<file path="src/rtl/pong_game_sequencer.sv">
// pong_game_sequencer: game-flow controller for the Pong datapath.
// Gates the ball and paddle blocks, keeps both scores, and walks through
// serve delay, rally, point pause and game-over, paced by VSync frame ticks.
//
// Optional feature macro: ATTRACT_MODE_EN
//   defined   -> IDLE runs a self-playing demo (ball enabled, paddles off,
//                each miss pulse toggles serve direction, scores stay 0)
//   undefined -> IDLE keeps ball and paddles disabled and ignores misses
//
// state   | meaning
// --------+-----------------------------------------------------------
// s_IDLE  | waiting for the first Start; optional attract demo
// s_SERVE | paddles live, ball held; counting serve-delay frame ticks
// s_PLAY  | rally in progress; miss pulses score points
// s_POINT | paddles live, ball held; counting point-pause frame ticks
// s_OVER  | game finished; scores and winner frozen until Start

module pong_game_sequencer #(
    parameter int p_WIN_SCORE    = 11,
    parameter int p_SERVE_FRAMES = 60,
    parameter int p_POINT_FRAMES = 90
) (
    input  logic       i_Clk,
    input  logic       i_Reset,
    input  logic       i_VSync,
    input  logic       i_Start,
    input  logic       i_Miss_L,
    input  logic       i_Miss_R,
    output logic       o_Ball_Enable,
    output logic       o_Paddle_Enable,
    output logic       o_Serve_Dir,
    output logic [3:0] o_Score_L,
    output logic [3:0] o_Score_R,
    output logic       o_Game_Over,
    output logic       o_Winner
);

    typedef enum logic [2:0] {
        s_IDLE,
        s_SERVE,
        s_PLAY,
        s_POINT,
        s_OVER
    } state_t;

    localparam logic [3:0] lp_WIN_SCORE  = 4'(p_WIN_SCORE);
    localparam logic [7:0] lp_SERVE_LAST = 8'(p_SERVE_FRAMES - 1);
    localparam logic [7:0] lp_POINT_LAST = 8'(p_POINT_FRAMES - 1);

    state_t     state;
    logic [7:0] frame_cnt;

    logic       vsync_prev;
    logic       frame_tick;
    logic       start_prev;
    logic       start_evt;

    logic [3:0] score_l_inc;
    logic [3:0] score_r_inc;
    logic       serve_done;
    logic       point_done;

    // Saturating increments keep a score from ever passing the winning value.
    assign score_l_inc = (o_Score_L == lp_WIN_SCORE) ? o_Score_L : o_Score_L + 4'd1;
    assign score_r_inc = (o_Score_R == lp_WIN_SCORE) ? o_Score_R : o_Score_R + 4'd1;

    // The tick that would bring the count up to the dwell length ends the dwell.
    assign serve_done = frame_tick && (frame_cnt == lp_SERVE_LAST);
    assign point_done = frame_tick && (frame_cnt == lp_POINT_LAST);

    // Rising-edge detectors: registered one-cycle pulses for VSync and Start.
    always_ff @(posedge i_Clk or posedge i_Reset) begin
        if (i_Reset) begin
            vsync_prev <= 1'b0;
            frame_tick <= 1'b0;
            start_prev <= 1'b0;
            start_evt  <= 1'b0;
        end else begin
            vsync_prev <= i_VSync;
            frame_tick <= i_VSync & ~vsync_prev;
            start_prev <= i_Start;
            start_evt  <= i_Start & ~start_prev;
        end
    end

    // Game-flow FSM with registered enables, scores and game-over flags.
    always_ff @(posedge i_Clk or posedge i_Reset) begin
        if (i_Reset) begin
            state           <= s_IDLE;
            frame_cnt       <= 8'd0;
            o_Ball_Enable   <= 1'b0;
            o_Paddle_Enable <= 1'b0;
            o_Serve_Dir     <= 1'b0;
            o_Score_L       <= 4'd0;
            o_Score_R       <= 4'd0;
            o_Game_Over     <= 1'b0;
            o_Winner        <= 1'b0;
        end else begin
            case (state)
                s_IDLE: begin
`ifdef ATTRACT_MODE_EN
                    o_Ball_Enable   <= 1'b1;
                    o_Paddle_Enable <= 1'b0;
                    // Two simultaneous pulses toggle twice, i.e. no net change.
                    if (i_Miss_L ^ i_Miss_R) begin
                        o_Serve_Dir <= ~o_Serve_Dir;
                    end
`else
                    o_Ball_Enable   <= 1'b0;
                    o_Paddle_Enable <= 1'b0;
`endif
                    // A coincident frame tick is dropped: the counter starts at 0.
                    if (start_evt) begin
                        state           <= s_SERVE;
                        frame_cnt       <= 8'd0;
                        o_Score_L       <= 4'd0;
                        o_Score_R       <= 4'd0;
                        o_Serve_Dir     <= 1'b1;
                        o_Ball_Enable   <= 1'b0;
                        o_Paddle_Enable <= 1'b1;
                    end
                end

                s_SERVE: begin
                    if (serve_done) begin
                        state         <= s_PLAY;
                        frame_cnt     <= 8'd0;
                        o_Ball_Enable <= 1'b1;
                    end else if (frame_tick) begin
                        frame_cnt <= frame_cnt + 8'd1;
                    end
                end

                s_PLAY: begin
                    if (i_Miss_L && i_Miss_R) begin
                        // Let: nobody scores, serve direction is kept.
                        state         <= s_POINT;
                        frame_cnt     <= 8'd0;
                        o_Ball_Enable <= 1'b0;
                    end else if (i_Miss_L) begin
                        frame_cnt     <= 8'd0;
                        o_Score_R     <= score_r_inc;
                        o_Serve_Dir   <= 1'b0;
                        o_Ball_Enable <= 1'b0;
                        if (score_r_inc == lp_WIN_SCORE) begin
                            state           <= s_OVER;
                            o_Paddle_Enable <= 1'b0;
                            o_Game_Over     <= 1'b1;
                            o_Winner        <= 1'b1;
                        end else begin
                            state <= s_POINT;
                        end
                    end else if (i_Miss_R) begin
                        frame_cnt     <= 8'd0;
                        o_Score_L     <= score_l_inc;
                        o_Serve_Dir   <= 1'b1;
                        o_Ball_Enable <= 1'b0;
                        if (score_l_inc == lp_WIN_SCORE) begin
                            state           <= s_OVER;
                            o_Paddle_Enable <= 1'b0;
                            o_Game_Over     <= 1'b1;
                            o_Winner        <= 1'b0;
                        end else begin
                            state <= s_POINT;
                        end
                    end
                end

                s_POINT: begin
                    if (point_done) begin
                        state     <= s_SERVE;
                        frame_cnt <= 8'd0;
                    end else if (frame_tick) begin
                        frame_cnt <= frame_cnt + 8'd1;
                    end
                end

                s_OVER: begin
                    if (start_evt) begin
                        state           <= s_SERVE;
                        frame_cnt       <= 8'd0;
                        o_Score_L       <= 4'd0;
                        o_Score_R       <= 4'd0;
                        o_Game_Over     <= 1'b0;
                        o_Winner        <= 1'b0;
                        o_Serve_Dir     <= 1'b1;
                        o_Paddle_Enable <= 1'b1;
                    end
                end

                default: begin
                    state           <= s_IDLE;
                    frame_cnt       <= 8'd0;
                    o_Ball_Enable   <= 1'b0;
                    o_Paddle_Enable <= 1'b0;
                end
            endcase
        end
    end

endmodule

</file>
<file path="config.mk">
export PLATFORM = sky130hd
export DESIGN_NAME = pong_game_sequencer
export DESIGN_NICKNAME = d
export VERILOG_FILES = /design/src/rtl/pong_game_sequencer.sv
export SDC_FILE = /design/constraint.sdc
export NUM_CORES = 1
export LEC_CHECK = 0
export ABC_AREA = 1
export BUFFER_PORTS_ARGS = -buffer_cell sky130_fd_sc_hd__clkbuf_2
export CAP_MARGIN = 0
export CORE_MARGIN = 2
export CORE_UTILIZATION = 25
export DETAILED_ROUTE_END_ITERATION = 16
export HOLD_SLACK_MARGIN = 0.15
export MAX_ROUTING_LAYER = met4
export PLACE_DENSITY = 0.48
export SLEW_MARGIN = 20
export SYNTH_ARGS = -nofsm -noshare
export SYNTH_HDL_FRONTEND = slang
export SYNTH_SLANG_ARGS = --single-unit
</file>
<file path="constraint.sdc">
create_clock -name i_Clk -period 1.4 [get_ports i_Clk]
set_input_delay 0.07 -clock i_Clk [delete_from_list [all_inputs] [get_ports i_Clk]]
set_output_delay 0.07 -clock i_Clk [all_outputs]
set_load 0.02 [all_outputs]
</file>
==> run_results.csv, run 1 <==
group,metric,value,unit
worst_setup_path,critPathRequiredTime,1.58,ns
timing,hold_ws,0.177,ns
die,start_util,0.257,
yosys,ys_ff_latch,28,
drt,wire_per_inst,11.1,µm
yosys,syn_inst,216,
worst_setup_path,critPathKind,"reg -> reg",
drt,totalWireLength,4.00,mm
timing,worst_slack,-0.121,ns
timing,finalCritPeriodShare,1.09,
clock_tree,max-clock-path-buffers,2,
yosys,synth_edf_count,0,
timing,rsz0062_at_grt,"yes",
clock_tree,clock-root-buffer,"clkbuf_8",
yosys,synth_area,1720,µm²
drt,vias,1587,
min_path,hp-start,"i_Miss_L",
timing,slew_violations,0,
min_path,hp-class,"in -> reg",
place,hpwl,2.99,mm
yosys,yosysSeqAreaShare,0.406,
drt,drt_first_pass_iters,4,
run,max_cap_violations,0,
place,dp_cells,349,
drt,drcViolationCount,0,
yosys,async_flop_share,1.00,
place,gp_congestion,0.789,
status,violations,"setup timing",
worst_setup_path,crit_fanout,5,
global_routing,grt_max_degree,29,
worst_setup_path,r2r_start,"o_Score_L[0]",
place,post-place-ws,-0.0887,ns
global_routing,grtUsageTotal,0.118,
clock_tree,clock_sinks,28,
timing,setup_viol,14,
die,rows,30,
clock_tree,tritoncts,"built",
power,ir_drop,0.623,mV
timing,fin_tns_setup,-1.17,ns
worst_setup_path,cp_data_arrival_time,1.70,ns
cells_and_area,diodes,0,
timing,fin_crit,1.52,ns
cells_and_area,final_cells,362,
clock_tree,cts_made_buffers,3,
cells_and_area,drive_gt1_frac,0.532,
cells_and_area,final_area,2560,µm²
clock_tree,h-tree-depth,1,
global_routing,grt_pass1_vias,1577,
power,p_per_area,1900,nW/µm²
die,dieArea,7580,µm²
yosys,synthFlopType,"dfrtp_1",
timing,maxSlewHeadroom,0.753,
timing,hold_viol,0,
global_routing,grt_overflow,0,
cells_and_area,final_nets,293,
cells_and_area,fin_util,0.381,
worst_setup_path,endpoint_kind,"flop",
global_routing,grt_pass1_wl,7.00,mm
worst_setup_path,start_kind,"flop",
timing,worstMarginPinSlew,0.371,ns
yosys,yosysWarnings,0,
yosys,syn_avg_cell_area,7.98,µm²
worst_setup_path,crit_path_start,"o_Score_L[0]",
cells_and_area,syn2layout_area_growth,48.4,%
yosys,synth_cell_types,30,
die,pin_count,19,
place,io_buffers,18,
global_routing,grt_antenna_before_repair,0,
drt,drtIter0Drc,71,
power,power.total,4.85,mW
drt,vias_per_cell,4.38,
clock_tree,path_clk_slew,0.10,ns
power,p_leak,1.25,nW
die,core,6720,µm²
yosys,synth_nets,226,
place,dpl-instance-area,2220,µm²
status,status,"finished, violations left",
die,die_x,87.0,µm
die,die_y,87.0,µm
drt,postRouteAntennaNets,0,
timing,fmax,657,MHz
timing,skew,0.00288,ns
clock_tree,clkLatencyLatePin,0.27,ns
-- final timing paths --
| path | end | slack (ns) | cells past startpoint |
|---|---|---|---|
| worst max-delay path | o_Paddle_Enable | -0.12 | 11 |
| worst min-delay path | o_Winner | 0.18 | 3 |
| worst max register to register | o_Paddle_Enable | -0.12 | 11 |
| worst min register to register | frame_tick | 0.39 | 1 |
| max in group asynchronous | state[1] | 0.73 | 4 |
| min in group asynchronous | frame_cnt[3] | 0.38 | 4 |
-- state kept, by name, summed over array words and instances (netlist names), 3 cells and up --
signal,flops
o_Score_L,4
frame_cnt,8
o_Score_R,4
state,3
-- kinds of logic after synthesis --
logic type,synth area share
DFF,0.406
and+or+nand+nor,0.335
xor gates and xnor gates,0.0102
AOI/OAI and AO/OA,0.120
buffers and inverters,0.0994
adders and majority gates,0.0290
-- cells in the mapped netlist, types with 2 or more instances --
| cell type | number | area share |
|---|---|---|
| dfrtp_1 | 28 | 0.41 |
| nor2_1 | 15 | 0.033 |
| a21oi_2 | 3 | 0.015 |
| nand2_2 | 6 | 0.022 |
| nor3_1 | 2 | 0.0058 |
| nor2_2 | 6 | 0.022 |
| o22ai_1 | 10 | 0.036 |
| nand2_4 | 4 | 0.026 |
| o21ai_2 | 5 | 0.025 |
| xor2_1 | 2 | 0.010 |
| o21ai_1 | 5 | 0.015 |
| inv_1 | 32 | 0.070 |
| a21oi_1 | 2 | 0.0058 |
| o21ai_0 | 2 | 0.0058 |
| nand2_1 | 52 | 0.11 |
| ha_1 | 4 | 0.029 |
| nand3_1 | 7 | 0.020 |
| inv_2 | 8 | 0.017 |
| nand4_1 | 12 | 0.044 |
-- power breakdown --
part	switching, mW	internal, mW	total [mW]
sequential	0.237	1.04	1.28
combinational	1.70	1.35	3.05
clock	0.268	0.252	0.520
total	2.21	2.64	4.85
-- area by class of cell --
type,count,area [µm²]
Clock buffer,4,55.1
Fill cell,691,4160
Inverter,43,176
Multi-Input combinational cell,145,1060
Sequential cell,28,709
Tap cell,80,100
Timing Repair Buffer,62,454
-- per-layer routing --
metal,wire length [µm],track usage,vias to the layer above,share of wire
met5,0,-,-,0
li1,-,-,826,-
met1,2040,0.168,735,0.51
met2,1810,0.179,22,0.45
met3,111,0.0190,4,0.028
met4,40,0.0227,0,0.010
-- cells in the final DEF, fill, tap and decap left out, drive strengths merged --
cell         count
nor2            22
clkbuf          22
nand3            8
dlygate4sd3      3
a31o             1
ha               4
a211oi           1
o22ai           10
buf             41
dfrtp           28
o21ai           12
a21oi            5
nand4           13
xor2             2
nor3             3
inv             43
nand2           63
and3             1
-- critical path: stages, from the launching register on --
cell     delay, ns
dfrtp_2       0.44
ha_4          0.19
nand2_1       0.06
nand2_1       0.05
nand2_1       0.07
inv_1         0.04
nor2_1        0.08
nand2_1       0.08
nand2_2       0.14
nand2_2       0.08
o21ai_2       0.13
nand2_1       0.06
-- repair_timing --
item / in CTS / in global routing
gates resized for setup: 13 / 47
hold buffers: 3 / 0
setup buffers: 2 / 5
endpoints found under the setup margin: 15 / 24
pin swaps: 6 / 24
endpoints found under the hold margin: 32 / 0
Note: power is estimated with default switching activity, not from simulation.
==> run 2, diff against run 1 <==
--- a/config.mk
+++ b/config.mk
@@ -6,10 +6,12 @@
 export NUM_CORES = 1
 export LEC_CHECK = 0
 export ABC_AREA = 1
+export ABC_CLOCK_PERIOD_IN_PS = 1400
 export BUFFER_PORTS_ARGS = -buffer_cell sky130_fd_sc_hd__clkbuf_2
 export CAP_MARGIN = 0
 export CORE_MARGIN = 2
 export CORE_UTILIZATION = 25
+export CTS_BUF_LIST = sky130_fd_sc_hd__clkbuf_4
 export DETAILED_ROUTE_END_ITERATION = 16
 export HOLD_SLACK_MARGIN = 0.15
 export MAX_ROUTING_LAYER = met4
==> run 2 against run 1 <==
Compared with the run above: largest cell class unchanged; critical path depth unchanged; the flow still finishes with violations (setup timing); sequential share of layout area increased by 0.77 points; final cell count decreased by 0.28%; power decreased by 5.2%; critical path type unchanged; clock-buffer cell count decreased by 1; via count unchanged; setup slack got worse by 0.028 ns; critical endpoint is now o_Winner; global-route usage increased by 0.35 points.
==> run_results.csv, run 2 (synthesis results as in run 1) <==
group,metric,value,unit
timing,skew,0.00383,ns
clock_tree,path_clk_slew,0.16,ns
die,core,6720,µm²
power,power.total,4.60,mW
power,p_switching,2.17,mW
global_routing,grtUsageTotal,0.122,
timing,finalCritPeriodShare,1.11,
timing,worstMarginPinSlew,0.371,ns
drt,wire_per_inst,11.2,µm
clock_tree,max-clock-path-buffers,2,
cells_and_area,regArea,709,µm²
cells_and_area,layout_commonest_cell,"nand2_1",
power,p_per_area,1850,nW/µm²
drt,drcViolationCount,0,
clock_tree,clock_sinks,28,
cells_and_area,final_nets,292,
clock_tree,clkLatencyLatePin,0.34,ns
power,ir_drop,0.577,mV
power,switching_share,0.472,
worst_setup_path,cp_data_arrival_time,1.80,ns
cells_and_area,syn2layout_area_growth,44.4,%
status,status,"finished, violations left",
worst_setup_path,crit_fanout,5,
global_routing,grt_antenna_before_repair,0,
place,dp_cells,349,
drt,drtIter0Drc,53,
worst_setup_path,endpoint_kind,"flop",
cells_and_area,drive_gt1_frac,0.523,
global_routing,grt_pass1_wl,7.13,mm
power,seq_power_share,0.279,
timing,fmax,645,MHz
die,rows,30,
die,die_y,87.0,µm
power,internal_power,2.43,mW
timing,fin_crit,1.55,ns
drt,drt_first_pass_iters,4,
die,start_util,0.257,
cells_and_area,largestRegisters,"frame_cnt x8, o_Score_L x4, o_Score_R x4",
worst_setup_path,critPathKind,"reg -> reg",
power,p_leak,1.23,nW
clock_tree,cts_made_buffers,3,
place,gp_congestion,0.789,
timing,maxSlewHeadroom,0.753,
die,dieArea,7580,µm²
timing,worst_slack,-0.150,ns
power,power_frac_comb,0.642,
power,share_clk_of_total_power,0.079,
cells_and_area,final_cell_mix,"nand2_1, buf_4, inv_1",
status,violations,"setup timing",
timing,rsz0062_at_grt,"yes",
worst_setup_path,start_kind,"flop",
min_path,hp-class,"in -> reg",
worst_setup_path,r2r_cells,11,
cells_and_area,multi_input_area,1040,µm²
worst_setup_path,critPathRequiredTime,1.65,ns
timing,hold_ws,0.192,ns
die,pin_count,19,
cells_and_area,largest_reg_flops,8,
clock_tree,h-tree-depth,1,
drt,vias_per_cell,4.40,
min_path,min_path_cells,5,
run,max_cap_violations,0,
cells_and_area,diodes,0,
cells_and_area,regMostFlops,"frame_cnt",
global_routing,grt_pass1_vias,1606,
place,hpwl,2.99,mm
die,die_x,87.0,µm
place,io_buffers,18,
cells_and_area,n_fill_cell,698,
cells_and_area,final_cells,361,
drt,totalWireLength,4.06,mm
clock_tree,clock-root-buffer,"clkbuf_4",
global_routing,grt_overflow,0,
timing,hold_viol,0,
timing,slew_violations,0,
clock_tree,tritoncts,"built",
drt,postRouteAntennaNets,0,
drt,vias,1587,
timing,setup_viol,13,
global_routing,grt_max_degree,29,
[run 2: changes by cell type in the layout (fill, tap and decap cells not counted), sizes merged]
cell         before  now
clkbuf           22   21
buf              41   39
clkinv            0    1
dlygate4sd3       3    4
[run 2: timing repair]
item,CTS,global route
resized for setup,14,38
hold endpoints to repair,33,0
setup endpoints to repair,19,24
hold buffers,4,0
buffers inserted,2,3
pin swaps,9,30
[run 2: worst paths after layout]
check,startpoint,to,slack [ns]
worst max register to register,o_Score_L[1],o_Winner,-0.15
worst min register to register,vsync_prev,frame_tick,0.40
max in group asynchronous,i_Reset,o_Score_R[2],0.82
worst max-delay path,o_Score_L[1],o_Winner,-0.15
min in group asynchronous,i_Reset,frame_cnt[3],0.30
worst min-delay path,i_Miss_L,state[2],0.19
[run 2: critical path, stage by stage, from the launching register on]
cell	delay, ns
dfrtp_2	0.46
ha_4	0.19
nand2_2	0.05
nand2_1	0.05
nand2_1	0.07
inv_1	0.05
nor2_1	0.09
nand2_1	0.09
nand2_2	0.13
nand2_2	0.08
o21ai_1	0.13
nand2_1	0.06
[run 2: layout make-up]
| class | count | area share |
|---|---|---|
| clock buffers | 3 | 0.00905 |
| clock inverters | 1 | 0.00151 |
| inverters | 43 | 0.0698 |
| multi-input cells | 145 | 0.419 |
| flip-flops and latches | 28 | 0.285 |
| well taps | 80 | 0.0402 |
| repair buffers | 61 | 0.176 |
[run 2: stage by stage]
step	area, µm²	TNS (ns)	setup slack [ns]	utilization
global route	2490	-2.94	-0.306	0.371
floorplan	1760	-0.138	-0.0476	-
global placement	2220	-0.701	-0.0924	0.330
detailed placement	2220	-0.882	-0.0887	0.330
CTS	2350	-0.756	-0.122	0.350
finish	2490	-1.19	-0.150	0.371
[run 2: metal layers]
metal | GRT usage | vias up | wire length, µm
met1 | 0.169 | 732 | 2080
met2 | 0.183 | 24 | 1820
li1 | - | 825 | -
met4 | 0.0398 | 0 | 63
met3 | 0.0161 | 6 | 97
met5 | - | - | 0
[run 2: power by group through the flow]
stage,Clock [mW],Combinational (mW),Sequential [mW]
final,0.366,2.95,1.28
after global routing,0.417,3.28,1.33
after CTS,0.377,2.66,1.26
after detailed placement,0,2.50,1.27
after global placement,0,2.52,1.27
after floorplan,0,1.46,1.45
==> run 3, diff against run 2 <==
--- a/config.mk
+++ b/config.mk
@@ -10,12 +10,12 @@
 export BUFFER_PORTS_ARGS = -buffer_cell sky130_fd_sc_hd__clkbuf_2
 export CAP_MARGIN = 0
 export CORE_MARGIN = 2
-export CORE_UTILIZATION = 25
+export CORE_UTILIZATION = 28
 export CTS_BUF_LIST = sky130_fd_sc_hd__clkbuf_4
 export DETAILED_ROUTE_END_ITERATION = 16
 export HOLD_SLACK_MARGIN = 0.15
 export MAX_ROUTING_LAYER = met4
-export PLACE_DENSITY = 0.48
+export PLACE_DENSITY = 0.52
 export SLEW_MARGIN = 20
 export SYNTH_ARGS = -nofsm -noshare
 export SYNTH_HDL_FRONTEND = slang
==> run 3 against run 2 <==
Compared with the run above: the flow still finishes with violations (setup timing); setup slack gained 0.021 ns; final cell count shrank 1.7%; worst hold slack gained 0.0060 ns; first-iteration DRC count grew 13%; register-to-register slack gained 0.02 ns; sequential power is essentially flat; power shrank 3.2%; global-route usage grew 1.1 points; critical endpoint is now o_Game_Over; largest power group unchanged.
==> run_results.csv, run 3 (synthesis results as in run 1) <==
group,metric,value,unit
cells_and_area,final_cell_mix,"nand2_1, buf_4, inv_1",
clock_tree,clkLatencyLatePin,0.33,ns
global_routing,grt_overflow,0,
drt,vias,1598,
cells_and_area,largest_reg_flops,8,
clock_tree,h-tree-depth,1,
worst_setup_path,cp_common_cell,"nand2_1",
place,hpwl,2.98,mm
global_routing,grt_pass1_wl,6.70,mm
die,rows,28,
power,p_leak,1.21,nW
power,switching_share,0.475,
status,status,"finished, violations left",
die,die_x,82.5,µm
power,share_clk_of_total_power,0.079,
cells_and_area,syn2layout_area_growth,41.3,%
drt,vias_per_cell,4.50,
worst_setup_path,cp_data_arrival_time,1.76,ns
timing,setup_viol,11,
cells_and_area,drive_gt1_frac,0.514,
power,p_switching,2.11,mW
power,power.total,4.45,mW
timing,hold_viol,0,
timing,fmax,654,MHz
cells_and_area,final_nets,291,
cells_and_area,layout_commonest_cell,"nand2_1",
cells_and_area,fin_util,0.411,
place,post-place-ws,-0.104,ns
clock_tree,path_clk_slew,0.15,ns
timing,skew,0.0110,ns
die,core,5920,µm²
clock_tree,cts_made_buffers,3,
power,power_frac_comb,0.634,
drt,drtIter0Drc,60,
worst_setup_path,critPathKind,"reg -> reg",
min_path,hp-class,"in -> reg",
clock_tree,tritoncts,"built",
run,max_cap_violations,0,
worst_setup_path,crit_fanout,3,
global_routing,grt_pass1_vias,1449,
global_routing,grtUsageTotal,0.133,
die,pin_count,19,
timing,worst_slack,-0.128,ns
clock_tree,clock-root-buffer,"clkbuf_4",
worst_setup_path,critPathSlowestCell,"dfrtp_2",
worst_setup_path,slowest_delay,0.46,ns
timing,worstMarginPinSlew,0.376,ns
drt,postRouteAntennaNets,0,
power,ir_drop,0.682,mV
die,start_util,0.291,
drt,drt_first_pass_iters,4,
timing,finalCritPeriodShare,1.09,
status,violations,"setup timing",
worst_setup_path,critPathRequiredTime,1.63,ns
worst_setup_path,endpoint_kind,"flop",
power,p_per_area,1830,nW/µm²
cells_and_area,regMostFlops,"frame_cnt",
clock_tree,clock_sinks,28,
power,internal_power,2.34,mW
drt,drcViolationCount,0,
place,gp_congestion,0.830,
timing,slew_violations,0,
drt,totalWireLength,4.02,mm
drt,wire_per_inst,11.3,µm
power,seq_power_share,0.287,
timing,maxSlewHeadroom,0.749,
clock_tree,max-clock-path-buffers,2,
die,dieArea,6800,µm²
timing,hold_ws,0.198,ns
place,io_buffers,18,
global_routing,grt_max_degree,29,
global_routing,grt_antenna_before_repair,0,
timing,rsz0062_at_grt,"yes",
cells_and_area,diodes,0,
worst_setup_path,crit_chain,"ha_4, inv_2, nand2_1, nand2_1, nor2_1, nand2_1, nand3_2, nand2_4, o21ai_2, nand2_1",
timing,fin_crit,1.53,ns
worst_setup_path,start_kind,"flop",
cells_and_area,largestRegisters,"frame_cnt x8, o_Score_L x4, o_Score_R x4",
die,die_y,82.5,µm
==> run 3: changes by cell type in the layout (fill, tap and decap cells not counted), sizes merged <==
cell | previous run | this run
inv | 43 | 42
clkinv | 1 | 2
buf | 39 | 38
==> run 3: power groups by stage <==
stage,logic (mW),clock network [mW],registers (mW)
6_report,2.82,0.354,1.28
2_1_floorplan,1.46,0,1.45
3_3_place_gp,2.48,0,1.26
5_1_grt,3.11,0.411,1.31
4_1_cts,2.64,0.380,1.26
3_5_place_dp,2.48,0,1.26
==> run 3: timing repair <==
item,in CTS,in global routing
endpoints found under the setup margin,21,23
pin swaps,9,30
setup buffers,2,4
hold buffers,4,0
endpoints found under the hold margin,33,0
gates cloned,0,0
gates resized for setup,15,32
==> run 3: path summary, 6_finish.rpt <==
kind	end	slack (ns)	start	depth (start not counted)
worst max-delay path	o_Game_Over	-0.13	o_Score_R[0]	10
worst min-delay path	o_Serve_Dir	0.20	i_Miss_R	5
worst max register to register	o_Game_Over	-0.13	o_Score_R[0]	10
worst min register to register	frame_tick	0.40	vsync_prev	1
max in group asynchronous	o_Score_R[0]	0.79	i_Reset	4
min in group asynchronous	start_prev	0.31	i_Reset	4
==> run 3: metrics by stage <==
step / cell area [µm²] / setup TNS [ns] / cells
detailed placement: 2200 / -0.744 / 342
floorplan: 1760 / -0.138 / 216
global placement: 2200 / -0.621 / 342
CTS: 2320 / -0.947 / 352
finish: 2440 / -0.851 / 355
global route: 2440 / -2.36 / 355
==> run 3: worst max-delay path: cells and delay by family, from the launching register on <==
kind                     cells  cell delay (ns)
AND/OR/NAND/NOR              7             0.57
adder cells (fa/ha/maj)      1             0.26
buffers and inverters        1             0.02
flip-flops                   1             0.46
AO/OA/AOI/OAI                1             0.13
==> run 3: cell type report <==
cell class                 instances  area, µm²
fill                             583       3480
clock buffer                       3       22.5
sequential                        28        709
clock inverter                     1       3.75
tap                               75       93.8
timing repair buffer              60        430
multi-input combinational        145       1000
inverter                          43        175
==> run 3: layer usage <==
metal / vias to the layer above / wire, µm / global-route usage
li1: 833 / - / -
met1: 732 / 2010 / 0.189
met2: 29 / 1820 / 0.196
met3: 4 / 150 / 0.0185
met4: 0 / 40 / 0.0400
met5: - / 0 / -
